$ cat src/rtl/fnd_scan_drv.sv
// Time-multiplexed N-digit 7-segment (FND) scan driver.
// Scans one digit per slot of SCAN_DIV clocks. The segment lines are shared by all digits,
// and each digit has its own common enable. The driver also provides leading-zero blanking,
// a decimal point per digit, blinking per digit, and one dead cycle per slot against ghosting.
// All inputs are captured once per frame, so the display never shows a mix of two frames.
//
// Ports:
//   clk_i         system clock
//   rst_i         synchronous active-high reset
//   din_i         hex nibble per digit, din_i[4k+3:4k] = digit k (digit 0 = rightmost)
//   dp_i          decimal point request per digit
//   blank_lz_i    enable leading-zero blanking
//   blink_en_i    per-digit blink enable
//   seg_o         segments {g,f,e,d,c,b,a}
//   dp_o          decimal point segment
//   com_o         digit common enables (one active, or all inactive)
//   frame_tick_o  one-cycle pulse after each snapshot
module fnd_scan_drv #(
    parameter int unsigned N_DIGIT      = 4,
    parameter int unsigned SCAN_DIV     = 50000,
    parameter int unsigned BLINK_FRAMES = 64,
    parameter bit          SEG_ACT_LOW  = 1'b1,
    parameter bit          COM_ACT_LOW  = 1'b1
) (
    input  logic                   clk_i,
    input  logic                   rst_i,
    input  logic [4*N_DIGIT-1:0]   din_i,
    input  logic [N_DIGIT-1:0]     dp_i,
    input  logic                   blank_lz_i,
    input  logic [N_DIGIT-1:0]     blink_en_i,
    output logic [6:0]             seg_o,
    output logic                   dp_o,
    output logic [N_DIGIT-1:0]     com_o,
    output logic                   frame_tick_o
);

    localparam int unsigned CntW   = $clog2(SCAN_DIV);
    localparam int unsigned IdxW   = (N_DIGIT > 1) ? $clog2(N_DIGIT) : 1;
    localparam int unsigned BlinkW = (BLINK_FRAMES > 1) ? $clog2(BLINK_FRAMES) : 1;

    // Glyph table in active-low form, bit0 = segment a.
    function automatic logic [6:0] glyph_al(input logic [3:0] nib);
        logic [6:0] g;
        unique case (nib)
            4'h0: g = 7'h40;
            4'h1: g = 7'h79;
            4'h2: g = 7'h24;
            4'h3: g = 7'h30;
            4'h4: g = 7'h19;
            4'h5: g = 7'h12;
            4'h6: g = 7'h02;
            4'h7: g = 7'h58;
            4'h8: g = 7'h00;
            4'h9: g = 7'h10;
            4'hA: g = 7'h08;
            4'hB: g = 7'h03;
            4'hC: g = 7'h46;
            4'hD: g = 7'h21;
            4'hE: g = 7'h04;
            4'hF: g = 7'h0E;
        endcase
        return g;
    endfunction

    logic [CntW-1:0]      cnt_q, cnt_d;
    logic [IdxW-1:0]      idx_q, idx_d;
    logic [BlinkW-1:0]    blink_cnt_q, blink_cnt_d;
    logic                 blink_off_q, blink_off_d;
    logic [4*N_DIGIT-1:0] din_q, din_d;
    logic [N_DIGIT-1:0]   dp_req_q, dp_req_d;
    logic                 blz_q, blz_d;
    logic [N_DIGIT-1:0]   blink_q, blink_d;
    logic [6:0]           seg_q, seg_d;
    logic                 dp_q, dp_d;
    logic [N_DIGIT-1:0]   com_q, com_d;
    logic                 tick_q, tick_d;

    logic                 cap;
    logic [N_DIGIT:0]     zero_from;    // zero_from[k]: digits k..N_DIGIT-1 are all zero
    logic [N_DIGIT-1:0]   onehot;
    logic [3:0]           nib;
    logic                 lz_blank;
    logic                 dp_req;
    logic                 blink_req;
    logic                 blanked;
    logic [6:0]           seg_al;

    always_comb begin
        cap = (cnt_q == '0) && (idx_q == '0);

        // Slot and digit counters
        cnt_d = cnt_q + CntW'(1);
        idx_d = idx_q;
        if (cnt_q == CntW'(SCAN_DIV - 1)) begin
            cnt_d = '0;
            idx_d = (idx_q == IdxW'(N_DIGIT - 1)) ? '0 : idx_q + IdxW'(1);
        end

        // The snapshot is loaded from the live inputs on the capture cycle. The capture cycle
        // uses the live values directly, so the whole frame shows one consistent snapshot.
        din_d    = cap ? din_i      : din_q;
        dp_req_d = cap ? dp_i       : dp_req_q;
        blz_d    = cap ? blank_lz_i : blz_q;
        blink_d  = cap ? blink_en_i : blink_q;

        blink_cnt_d = blink_cnt_q;
        blink_off_d = blink_off_q;
        if (cap) begin
            if (blink_cnt_q == BlinkW'(BLINK_FRAMES - 1)) begin
                blink_cnt_d = '0;
                blink_off_d = ~blink_off_q;
            end else begin
                blink_cnt_d = blink_cnt_q + BlinkW'(1);
            end
        end

        zero_from[N_DIGIT] = 1'b1;
        for (int k = N_DIGIT - 1; k >= 0; k--) begin
            zero_from[k] = zero_from[k+1] && (din_d[4*k +: 4] == 4'h0);
        end

        onehot    = '0;
        nib       = 4'h0;
        lz_blank  = 1'b0;
        dp_req    = 1'b0;
        blink_req = 1'b0;
        for (int k = 0; k < N_DIGIT; k++) begin
            if (idx_q == IdxW'(k)) begin
                onehot[k] = 1'b1;
                nib       = din_d[4*k +: 4];
                lz_blank  = blz_d && (k != 0) && zero_from[k];
                dp_req    = dp_req_d[k];
                blink_req = blink_d[k];
            end
        end

        blanked = lz_blank || (blink_req && blink_off_d);
        seg_al  = blanked ? 7'h7F : glyph_al(nib);
        seg_d   = SEG_ACT_LOW ? seg_al : ~seg_al;
        dp_d    = (dp_req && !blanked) ^ SEG_ACT_LOW;
        // Dead cycle at cnt 0: every common is off while the segments settle on the new digit.
        com_d   = (cnt_q == '0) ? '0 : onehot;
        if (COM_ACT_LOW) begin
            com_d = ~com_d;
        end
        tick_d  = cap;
    end

    always_ff @(posedge clk_i) begin
        if (rst_i) begin
            cnt_q       <= '0;
            idx_q       <= '0;
            blink_cnt_q <= '0;
            blink_off_q <= 1'b0;
            din_q       <= '0;
            dp_req_q    <= '0;
            blz_q       <= 1'b0;
            blink_q     <= '0;
            seg_q       <= SEG_ACT_LOW ? 7'h7F : 7'h00;
            dp_q        <= SEG_ACT_LOW;
            com_q       <= COM_ACT_LOW ? '1 : '0;
            tick_q      <= 1'b0;
        end else begin
            cnt_q       <= cnt_d;
            idx_q       <= idx_d;
            blink_cnt_q <= blink_cnt_d;
            blink_off_q <= blink_off_d;
            din_q       <= din_d;
            dp_req_q    <= dp_req_d;
            blz_q       <= blz_d;
            blink_q     <= blink_d;
            seg_q       <= seg_d;
            dp_q        <= dp_d;
            com_q       <= com_d;
            tick_q      <= tick_d;
        end
    end

    assign seg_o        = seg_q;
    assign dp_o         = dp_q;
    assign com_o        = com_q;
    assign frame_tick_o = tick_q;

endmodule

$ cat config.mk
export PLATFORM = sky130hd
export DESIGN_NAME = fnd_scan_drv
export DESIGN_NICKNAME = d
export VERILOG_FILES = /design/src/rtl/fnd_scan_drv.sv
export SDC_FILE = /design/constraint.sdc
export NUM_CORES = 1
export LEC_CHECK = 0
export ABC_AREA = 1
export BUFFER_PORTS_ARGS = -buffer_cell sky130_fd_sc_hd__buf_4
export CORE_MARGIN = 1
export CORE_UTILIZATION = 40
export CTS_CLUSTER_SIZE = 24
export DETAILED_ROUTE_END_ITERATION = 10
export PLACE_DENSITY = 0.63
export SETUP_SLACK_MARGIN = 0.02
export SYNTH_ARGS = -nofsm -noshare
export SYNTH_HDL_FRONTEND = slang
export SYNTH_SLANG_ARGS = --single-unit
$ cat constraint.sdc
create_clock -name clk_i -period 3.38 [get_ports clk_i]
set_input_delay 0.507 -clock clk_i [delete_from_list [all_inputs] [get_ports clk_i]]
set_output_delay 0.507 -clock clk_i [all_outputs]
set_load 0.1 [all_outputs]
Word-level counts from Yosys, hierarchy flattened
Memory sizes are Yosys's and may differ from the RTL's. A register that Yosys moved wholly into a read port is not among the register bits. Index checks and enable logic that the tools add are counted.

ROM bits: 112. Input bits: 27. Word-level logic and storage cells: 68. Memories: 1. Bits in registers: 56. Output and inout bits: 13.

Memories: (name not given) (words 16, width 7, read ports 1, clocked after Yosys merged registers in 1, write ports 0, RTL line 44) `unique case (nib)`.

Equality and inequality tests: 5. Mux-type cells: 28. Bitwise operators: 3. Add/sub/neg operators: 3. Reductions and logical operators: 17.

Operators by type and width (number): $mux 4 (7); $mux 1 (18); $add 16x1->16 const B (1); $eq 16x16->1 const B (1); $logic_not 16->1 (1); $mux 16 (1); $logic_not 4->1 (3); $logic_and 1x1->1 (8); $add 6x1->6 const B (1); $eq 6x6->1 const B (1); $mux 6 (1); $eq 2x2->1 const B (2); $not 4->4 (1); $reduce_or 2->1 (2); $add 2x1->2 const B (1); $eq 2x1->1 const B (1); $logic_not 2->1 (1); $mux 2 (1); $not 1->1 (2); $logic_not 1->1 (1); $logic_or 1x1->1 (1).

Logic depth before layout (Yosys ltp)
Gate-level depths: netlist of run 1.

Depth after elaboration: 14. Depth in mapped cells: 20. Mapped depth without buffers: 20.

Worst setup path after synthesis of run 1
OpenSTA, ideal clock, no wires.

Path type: register -> register. Start point: reg cnt_q[0]. End point: reg seg_q[1] (netlist: seg_o[1]). Setup time: 0.062 ns. Stages on the path, launching flop included: 20. Arrival time: 2.302 ns. Path slack: 1.017 ns. Cell sequence: dfxtp_1 inv_1 ha_1 nand3_2 nor2_8 nand3_4 buf_6 buf_6 or2_1 nand3_1 nand3_1 nand3_1 nand2_1 inv_1 ha_1 inv_1 nand2_1 nand2_1 nand2_1 nand3_1.

Word-level cells in the longest chain between the ends: 12. Elaborated cells on any way between the ends: 28. Classes of those cells: 15 x mux; 13 x reduce/logical.

Ends and longest elaborated chain: start: declaration (RTL line 65) `logic [CntW-1:0] cnt_q, cnt_d;`; start signal: assignment (RTL line 164) `cnt_q <= cnt_d;`; $logic_not 16->1 * (RTL line 89) `cap = (cnt_q == '0) && (idx_q == '0);`; $logic_and 1x1->1 * (RTL line 89); $mux 16 (RTL line 101) `din_d = cap ? din_i : din_q;`; $logic_not 4->1 (RTL line 119) `zero_from[k] = zero_from[k+1] && (din_d[4*k +: 4] == 4'h0);`; $logic_and 1x1->1 (2 in series) (RTL line 119); $logic_and 1x1->1 (RTL line 131) `lz_blank = blz_d && (k != 0) && zero_from[k];`; $mux 1 (3 in series) (RTL line 128) `if (idx_q == IdxW'(k)) begin`; $logic_or 1x1->1 (RTL line 137) `blanked = lz_blank || (blink_req && blink_off_d);`; $reduce_or 2->1 (no line); end: declaration (RTL line 73) `logic [6:0] seg_q, seg_d;`.

Mark *: on every way between the ends. The rest lies on a longest branch, timed or not. A chain may end at the register's enable or synchronous reset.

Worst setup path after layout of run 1
Start point: reg idx_q[0]. End point: reg seg_q[3] (netlist: seg_o[3]).

Word-level cells in the longest chain between the ends: 12. Elaborated cells on any way between the ends: 31. Classes of those cells: 3 x eq/ne; 15 x mux; 13 x reduce/logical.

Ends and longest elaborated chain: start: declaration (RTL line 66) `logic [IdxW-1:0] idx_q, idx_d;`; start signal: assignment (RTL line 165) `idx_q <= idx_d;`; $logic_not 2->1 (RTL line 89, 128); $logic_and 1x1->1 (RTL line 89); $mux 16 (RTL line 101); $logic_not 4->1 (RTL line 119); $logic_and 1x1->1 (2 in series) (RTL line 119); $logic_and 1x1->1 (RTL line 131); $mux 1 (3 in series) (RTL line 128); $logic_or 1x1->1 (RTL line 137); $reduce_or 2->1 (no line).

Parallel ways exist; a longest one is shown, timed or not.

==> flow_summary_export.csv, run 1 <==
group,metric,value,unit
synth,ys_ff_latch,63,
routing,vias_per_cell,4.77,
synth,yosys.area_share.simple,40.1,%
floorplan,boundaryPins,40,
power,power_density,522,nW/µm²
grt,gr-total-overflow,0,
clocking,htreeDepth,3,
synth,synthTopCellsByCount,"nand2_1 (125), dfxtp_1 (63), nor2_1 (58), inv_1 (54), nand3_1 (32)",
sta,drv_slew,0,
synth,synth_top_family_by_area,"simple AND/OR/NAND/NOR gates",
floorplan,die_area,8570,µm²
routing,wl_per_cell,11.9,µm
synth,synth_most_common_cell,"nand2_1",
cells_and_area,nets,548,
setup_path,critPathCaptureType,"flop",
synth,syn-cell-area,3280,µm²
sta,maxSlewHeadroom,63.7,%
cells_and_area,drive_gt1_share,16.9,%
synth,syn_inst,469,
placement,pre_cts_ws,480,ps
clocking,ctsHoldBuffers,0,
sta,setup_ws,468,ps
clocking,cts_resized,0,
floorplan,die_h,92.6,µm
synth,netlist.area_leader.share,38.4,%
routing,final_antenna_net_count,0,
synth,async_reset_ff_share,0,%
min_path,hp-class,"input pin to flop",
cells_and_area,area.growth.synth_to_final,16.7,%
clocking,clock_sinks,63,
routing,drc,0,
grt,grt_max_degree,33,
setup_path,arrival,3130,ps
synth,yosysWarnings,0,
synth,synth-edff-count,0,
routing,vias,2941,
synth,yosysSeqAreaShare,38.4,%
power,vdd_ir_drop_max,223,µV
setup_path,crit_required,3590,ps
setup_path,cp_max_fo,21,
floorplan,initial_core_util,41.8,%
synth,yosys_most_used_dff,"dfxtp_1",
synth,synth_mux_area_share,0.610,%
setup_path,startpoint_type,"flop",
floorplan,die_w,92.6,µm
power,p_leak,0.00176,µW
synth,synth_top_area_cell,"dfxtp_1",
routing,wl,7300,µm
floorplan,core-area,7850,µm²
synth,synth_compound_gate_area_share,6.29,%
grt,antenna_found_initial,0,
routing,drt_iter0_drc,135,
cells_and_area,post-route-util,48.8,%
clocking,clock_latency,340,ps
synth,synthAdderAreaFrac,4.57,%
synth,syn_avg_cell_area,7.00,µm²
grt,grt_first_pass_wirelength,12400,µm
placement,routabilityCongestion,0.889,
sta,worstMarginPinSlew,545,ps
setup_path,criticalPathCategory,"flop to flop",
job,maxCapViolCount,0,
clocking,clk_path_buf_depth,2,
sta,fmax,343,MHz
synth,synth_area_leaders,"dfxtp_1 (38%), nand2_1 (14%), nor2_1 (6.6%)",
synth,syn_nets,508,
sta,setup_tns,0,ps
placement,io_buffers,39,
sta,rsz0062_at_grt,"no",
synth,synth_xor_area_share,0.800,%
grt,track_usage,18.6,%
placement,dp_hpwl,5460,µm
clocking,tritoncts,"yes",
grt,grt_pass1_vias,2677,
clocking,numCtsBuffers,9,
cells_and_area,antenna_cells,0,
clocking,ctsRootBufferMaster,"clkbuf_8",
floorplan,row_count,32,
sta,clock_skew,10.6,ps
sta,hold_viol_final,0,
clocking,clk_pin_slew,70,ps
outcome,status,"complete, no violations",
sta,period_minus_slack,2910,ps
synth,ys_types,42,
routing,dr.pass1.iters,4,
clocking,cts_setup_buffers,0,
sta,finalCritPeriodShare,86.2,%
sta,setup_viol,0,
[critical path, cell delays in order (launching register included)]
cell,delay [ps]
dfxtp_1,330
inv_1,120
ha_1,520
nand3_4,320
inv_2,280
or2_2,160
nand3_1,60
nand3_1,90
nand3_1,70
nand2_1,150
inv_1,100
ha_1,300
inv_1,40
nand2_1,70
nand2_1,60
nand2_1,50
nand3_1,70
[path summary, 6_finish.rpt]
path	slack [ps]	from	depth (start not counted)	to
setup / recovery	470	idx_q[0]$_SDFFE_PP0P_	16	seg_o[3]$_SDFF_PP1_
hold / removal	420	blank_lz_i	3	blz_q$_SDFF_PP0_
setup reg to reg	470	idx_q[0]$_SDFFE_PP0P_	16	seg_o[3]$_SDFF_PP1_
hold reg to reg	450	cnt_q[0]$_SDFF_PP0_	1	cnt_q[0]$_SDFF_PP0_
[cells in the final DEF, fill, tap and decap left out, types with 2 or more instances in the layout]
cell type / n
nor2_2: 4
xnor2_1: 3
nor2_1: 58
nand3_2: 2
or2_1: 2
and3_1: 2
nand4_1: 10
nand2_1: 125
clkbuf_1: 2
nand2_2: 6
nor4_1: 2
or2_2: 4
ha_1: 12
clkbuf_8: 10
and2_1: 3
nor3b_1: 4
clkinv_2: 3
a211oi_1: 2
o21ai_0: 5
buf_4: 39
nor2_8: 2
mux2i_1: 2
inv_1: 54
clkinv_1: 3
a21oi_1: 23
inv_2: 5
nand3_1: 32
dfxtp_1: 63
nor3_1: 14
nand2_4: 3
nor2_4: 2
[metrics by stage]
step	instance area (µm²)	cells	power, µW	hold slack [ps]
6_report	3830	616	2000	425
5_1_grt	3830	616	2120	433
4_1_cts	3830	616	2020	417
3_5_place_dp	3640	600	1380	437
3_3_place_gp	3640	600	1370	429
2_1_floorplan	3280	469	1260	417
[layer usage]
layer / up-vias / wire length, µm / global-route usage [%]
met5: - / 0 / 0
met4: 0 / 116 / 7.81
met3: 8 / 247 / 3.69
met2: 44 / 3310 / 29.0
met1: 1324 / 3630 / 24.8
li1: 1565 / - / -
[report_power, final]
| group | total (µW) | internal (µW) | switching, µW |
|---|---|---|---|
| sequential | 820 | 802 | 18.8 |
| clock | 639 | 357 | 282 |
| combinational | 540 | 156 | 384 |
[final cells by class]
type | count | area [µm²]
Timing Repair Buffer | 39 | 293
Multi-Input combinational cell | 333 | 1720
Clock inverter | 4 | 45.0
Inverter | 63 | 239
Tap cell | 102 | 128
Fill cell | 792 | 4020
Clock buffer | 12 | 145
Sequential cell | 63 | 1260
[logic make-up (layout without fill, tap and decap cells)]
| group | count (synthesis) | count (layout) |
|---|---|---|
| flip-flops | 63 | 63 |
| XOR/XNOR | 3 | 3 |
| adder cells (fa/ha/maj) | 12 | 12 |
| AO/OA/AOI/OAI | 36 | 36 |
| multiplexers | 2 | 2 |
| AND/OR/NAND/NOR | 280 | 280 |
| buffers and inverters | 73 | 118 |
[flip-flops by register name, indices dropped and copies added, names as in the netlist]
name and count:
blz_q 1, dp_o 1, cnt_q 16, frame_tick_o 1, blink_cnt_q 6, com_o 4, din_q 16, blink_q 4
idx_q 2, blink_off_q 1, seg_o 7, dp_req_q 4
Power figures use the tool's default switching activity.
==> inputs of run 2 (changes only) <==
--- a/config.mk
+++ b/config.mk
@@ -6,9 +6,10 @@
 export NUM_CORES = 1
 export LEC_CHECK = 0
 export ABC_AREA = 1
-export BUFFER_PORTS_ARGS = -buffer_cell sky130_fd_sc_hd__buf_4
+export BUFFER_PORTS_ARGS = -buffer_cell sky130_fd_sc_hd__buf_2
 export CORE_MARGIN = 1
 export CORE_UTILIZATION = 40
+export CTS_BUF_LIST = sky130_fd_sc_hd__clkbuf_8
 export CTS_CLUSTER_SIZE = 24
 export DETAILED_ROUTE_END_ITERATION = 10
 export PLACE_DENSITY = 0.63
==> flow_summary_export.csv, run 2 (same netlist as run 1, synthesis figures left out) <==
group,metric,value,unit
sta,fmax,343,MHz
setup_path,cp_max_fo,21,
placement,dp_hpwl,5410,µm
floorplan,core-area,7850,µm²
clocking,ctsHoldBuffers,0,
grt,gr-total-overflow,0,
routing,vias_per_cell,4.75,
setup_path,critPathCaptureType,"flop",
cells_and_area,nets,550,
clocking,cts_setup_buffers,0,
grt,track_usage,18.5,%
cells_and_area,drive_gt1_share,17.5,%
setup_path,arrival,3130,ps
placement,routabilityCongestion,0.869,
power,power_density,519,nW/µm²
grt,grt_pass1_vias,2697,
sta,period_minus_slack,2910,ps
sta,maxSlewHeadroom,62.7,%
clocking,ctsRootBufferMaster,"clkbuf_8",
placement,pre_cts_ws,477,ps
sta,worstMarginPinSlew,560,ps
cells_and_area,antenna_cells,0,
outcome,status,"complete, no violations",
floorplan,die_w,92.6,µm
placement,io_buffers,39,
power,finalPower,1940,µW
sta,hold_viol_final,0,
power,vdd_ir_drop_max,190,µV
clocking,clk_path_buf_depth,2,
clocking,clock_latency,340,ps
grt,grt_first_pass_wirelength,12300,µm
sta,setup_viol,0,
routing,vias,2933,
sta,setup_tns,0,ps
routing,wl_per_cell,11.8,µm
sta,clock_skew,7.57,ps
floorplan,boundaryPins,40,
setup_path,criticalPathCategory,"flop to flop",
clocking,numCtsBuffers,9,
sta,setup_ws,467,ps
routing,final_antenna_net_count,0,
setup_path,crit_required,3600,ps
sta,finalCritPeriodShare,86.2,%
routing,drc,0,
routing,drt_iter0_drc,126,
cells_and_area,nFillCells,803,
routing,wl,7290,µm
grt,grt_max_degree,33,
cells_and_area,final_cell_mix,"nand2_1 (125), dfxtp_1 (63), nor2_1 (58)",
clocking,clk_pin_slew,70,ps
clocking,tritoncts,"yes",
power,p_leak,0.00172,µW
sta,rsz0062_at_grt,"no",
job,maxCapViolCount,0,
floorplan,initial_core_util,41.8,%
grt,antenna_found_initial,0,
cells_and_area,layout_commonest_cell,"nand2_1",
sta,drv_slew,0,
min_path,hp-class,"input pin to flop",
floorplan,die_area,8570,µm²
floorplan,die_h,92.6,µm
setup_path,startpoint_type,"flop",
cells_and_area,area.growth.synth_to_final,13.9,%
clocking,htreeDepth,3,
floorplan,row_count,32,
routing,dr.pass1.iters,4,
clocking,cts_resized,0,
clocking,clock_sinks,63,
-- run 2: cell type report --
| type | count | area [µm²] | area share, % |
|---|---|---|---|
| Sequential cell | 63 | 1260 | 33.7 |
| Timing Repair Buffer | 41 | 210 | 5.62 |
| Tap cell | 102 | 128 | 3.41 |
| Inverter | 63 | 239 | 6.39 |
| Multi-Input combinational cell | 333 | 1720 | 46.0 |
| Clock inverter | 3 | 17.5 | 0.468 |
| Clock buffer | 12 | 165 | 4.41 |
-- run 2: layer usage --
layer	up-vias	track usage [%]	part of all wire, %
met2	56	28.7	44
met1	1312	24.0	49
met5	-	0	0
li1	1557	-	-
met4	0	8.59	1.6
met3	8	4.60	4.8
-- run 2: worst max-delay path, cell delays in order, from the launching register on --
cell and delay (ps):
dfxtp_1 330, inv_1 120, ha_1 530, nand3_4 330, inv_2 270, or2_2 150
nand3_1 60, nand3_1 80, nand3_1 70, nand2_1 160, inv_1 110, ha_1 300
inv_1 40, nand2_1 70, nand2_1 50, nand2_1 50, nand3_1 70
-- run 2: stage by stage --
stage	instances	cell area [µm²]	hold slack [ps]	util, %
6_report	617	3740	417	47.7
5_1_grt	617	3740	420	47.7
3_5_place_dp	602	3560	449	45.3
3_3_place_gp	602	3560	431	45.3
2_1_floorplan	469	3280	417	-
4_1_cts	617	3740	404	47.7
-- run 2: report_power, final --
| part | total [µW] | switching (µW) | leakage, µW | internal [µW] |
|---|---|---|---|---|
| Combinational | 521 | 383 | 0.00111 | 138 |
| Clock | 602 | 282 | 0.0000942 | 319 |
| Sequential | 819 | 17.8 | 0.000518 | 801 |
| Total | 1940 | 683 | 0.00172 | 1260 |
-- run 2: final timing paths --
check	depth (start not counted)	end	slack [ps]	from
worst max-delay path	16	seg_o[1]$_SDFF_PP1_	470	idx_q[0]$_SDFFE_PP0P_
worst max register to register	16	seg_o[1]$_SDFF_PP1_	470	idx_q[0]$_SDFFE_PP0P_
worst min-delay path	3	blz_q$_SDFF_PP0_	420	blank_lz_i
worst min register to register	1	cnt_q[0]$_SDFF_PP0_	460	cnt_q[0]$_SDFF_PP0_
==> inputs of run 3 (changes only) <==
--- a/config.mk
+++ b/config.mk
@@ -9,7 +9,7 @@
 export BUFFER_PORTS_ARGS = -buffer_cell sky130_fd_sc_hd__buf_2
 export CORE_MARGIN = 1
 export CORE_UTILIZATION = 40
-export CTS_BUF_LIST = sky130_fd_sc_hd__clkbuf_8
+export CTS_BUF_LIST = sky130_fd_sc_hd__clkbuf_2
 export CTS_CLUSTER_SIZE = 24
 export DETAILED_ROUTE_END_ITERATION = 10
 export PLACE_DENSITY = 0.63
==> flow_summary_export.csv, run 3 (same netlist as run 1, synthesis figures left out) <==
group,metric,value,unit
outcome,status,"complete, no violations",
floorplan,row_count,32,
setup_path,r2r-start,"idx_q[0]$_SDFFE_PP0P_",
clocking,htreeDepth,3,
setup_path,critPathCaptureType,"flop",
clocking,tritoncts,"yes",
setup_path,reg2reg_to,"seg_o[1]$_SDFF_PP1_",
grt,grt_max_degree,33,
clocking,cts_resized,0,
setup_path,criticalPathCategory,"flop to flop",
sta,setup_tns,0,ps
floorplan,boundaryPins,40,
clocking,ctsRootBufferMaster,"clkbuf_2",
grt,gr-total-overflow,0,
sta,clock_skew,39.9,ps
floorplan,die_h,92.6,µm
clocking,clk_path_buf_depth,2,
routing,drc,0,
power,p_seq_share,48.5,%
power,clockPowerShare,20.6,%
cells_and_area,nets,550,
power,finalPower,1690,µW
cells_and_area,final_area,3630,µm²
sta,worstMarginPinSlew,556,ps
routing,vias_per_cell,4.77,
cells_and_area,area.growth.synth_to_final,10.6,%
setup_path,startpoint_type,"flop",
sta,drv_slew,0,
sta,fmax,342,MHz
setup_path,ff2ff_path_depth,16,
setup_path,ff2ff_setup_slack,450,ps
routing,dr.pass1.iters,5,
setup_path,critPathLaunch,"idx_q[0]$_SDFFE_PP0P_",
clocking,ctsHoldBuffers,0,
floorplan,die_w,92.6,µm
cells_and_area,final_cell_mix,"nand2_1 (125), dfxtp_1 (63), nor2_1 (58)",
power,combPwrFrac,30.9,%
grt,track_usage,18.4,%
floorplan,initial_core_util,41.8,%
routing,wl_per_cell,11.8,µm
min_path,hp-class,"input pin to flop",
cells_and_area,layout_commonest_cell,"nand2_1",
grt,antenna_found_initial,0,
clocking,clock_latency,490,ps
job,maxCapViolCount,0,
grt,grt_first_pass_wirelength,12400,µm
setup_path,arrival,3300,ps
power,p_leak,0.00168,µW
placement,routabilityCongestion,0.869,
power,switchingPower,667,µW
sta,hold_viol_final,0,
sta,period_minus_slack,2930,ps
setup_path,cp_max_fo,21,
clocking,cts_setup_buffers,0,
power,p_int,1020,µW
setup_path,crit_required,3750,ps
cells_and_area,antenna_cells,0,
clocking,numCtsBuffers,9,
placement,post_dp_cell_area,3560,µm²
cells_and_area,drive_gt1_share,16.9,%
sta,maxSlewHeadroom,63.0,%
placement,io_buffers,39,
setup_path,endpoint,"seg_o[1]$_SDFF_PP1_",
routing,vias,2941,
routing,wl,7270,µm
power,power_density,465,nW/µm²
sta,finalCritPeriodShare,86.6,%
floorplan,die_area,8570,µm²
sta,setup_viol,0,
clocking,clock_sinks,63,
clocking,clk_pin_slew,190,ps
grt,grt_pass1_vias,2733,
power,vdd_ir_drop_max,175,µV
routing,final_antenna_net_count,0,
floorplan,core-area,7850,µm²
sta,rsz0062_at_grt,"no",
routing,drt_iter0_drc,128,
placement,dp_hpwl,5410,µm
power,sw_frac_of_total,39.5,%
==> run 3: area by class of cell <==
type / count / area [µm²]
clock buffer: 9 / 45.0
clock inverter: 6 / 28.8
fill: 814 / 4220
inverter: 63 / 239
multi-input combinational: 333 / 1720
sequential: 63 / 1260
tap: 102 / 128
timing repair buffer: 41 / 210
==> run 3: power by group through the flow <==
| stage | logic, µW | registers [µW] | clock network [µW] |
|---|---|---|---|
| floorplan | 281 | 982 | 0 |
| global placement | 518 | 835 | 0 |
| detailed placement | 520 | 836 | 0 |
| CTS | 524 | 820 | 364 |
| global route | 579 | 827 | 396 |
| finish | 521 | 820 | 348 |
==> run 3: how the worst min path moves through the flow <==
stage	startpoint	to	slack, ps	cells past startpoint
5_1_grt	blank_lz_i	blz_q$_SDFF_PP0_	230	3
3_5_place_dp	cnt_q[0]$_SDFF_PP0_	cnt_q[0]$_SDFF_PP0_	450	1
6_report	blank_lz_i	blz_q$_SDFF_PP0_	250	3
3_3_place_gp	cnt_q[0]$_SDFF_PP0_	cnt_q[0]$_SDFF_PP0_	430	1
4_1_cts	blank_lz_i	blz_q$_SDFF_PP0_	220	3
2_1_floorplan	cnt_q[0]$_SDFF_PP0_	cnt_q[0]$_SDFF_PP0_	420	1
==> run 3: routing by layer <==
metal / track usage, % / share of wire, % / vias up
li1: - / - / 1555
met1: 23.7 / 48 / 1306
met2: 29.7 / 46 / 72
met3: 3.53 / 4.8 / 8
met4: 8.20 / 0.93 / 0
met5: 0 / 0 / -
==> run 3: through the flow <==
step / utilization [%] / std cells / hold WS (ps) / setup slack, ps
after global routing: 46.3 / 617 / 226 / 129
after detailed placement: 45.3 / 602 / 449 / 477
after CTS: 46.3 / 617 / 223 / 393
after global placement: 45.3 / 602 / 431 / 594
after floorplan: - / 469 / 417 / 1020
final: 46.3 / 617 / 251 / 454
==> run 3: worst max-delay path, cell delays in order (launching register included) <==
cell	delay, ps
dfxtp_1	370
inv_1	120
ha_1	530
nand3_4	330
inv_2	270
or2_2	150
nand3_1	60
nand3_1	90
nand3_1	70
nand2_1	160
inv_1	100
ha_1	300
inv_1	40
nand2_1	70
nand2_1	50
nand2_1	50
nand3_1	70
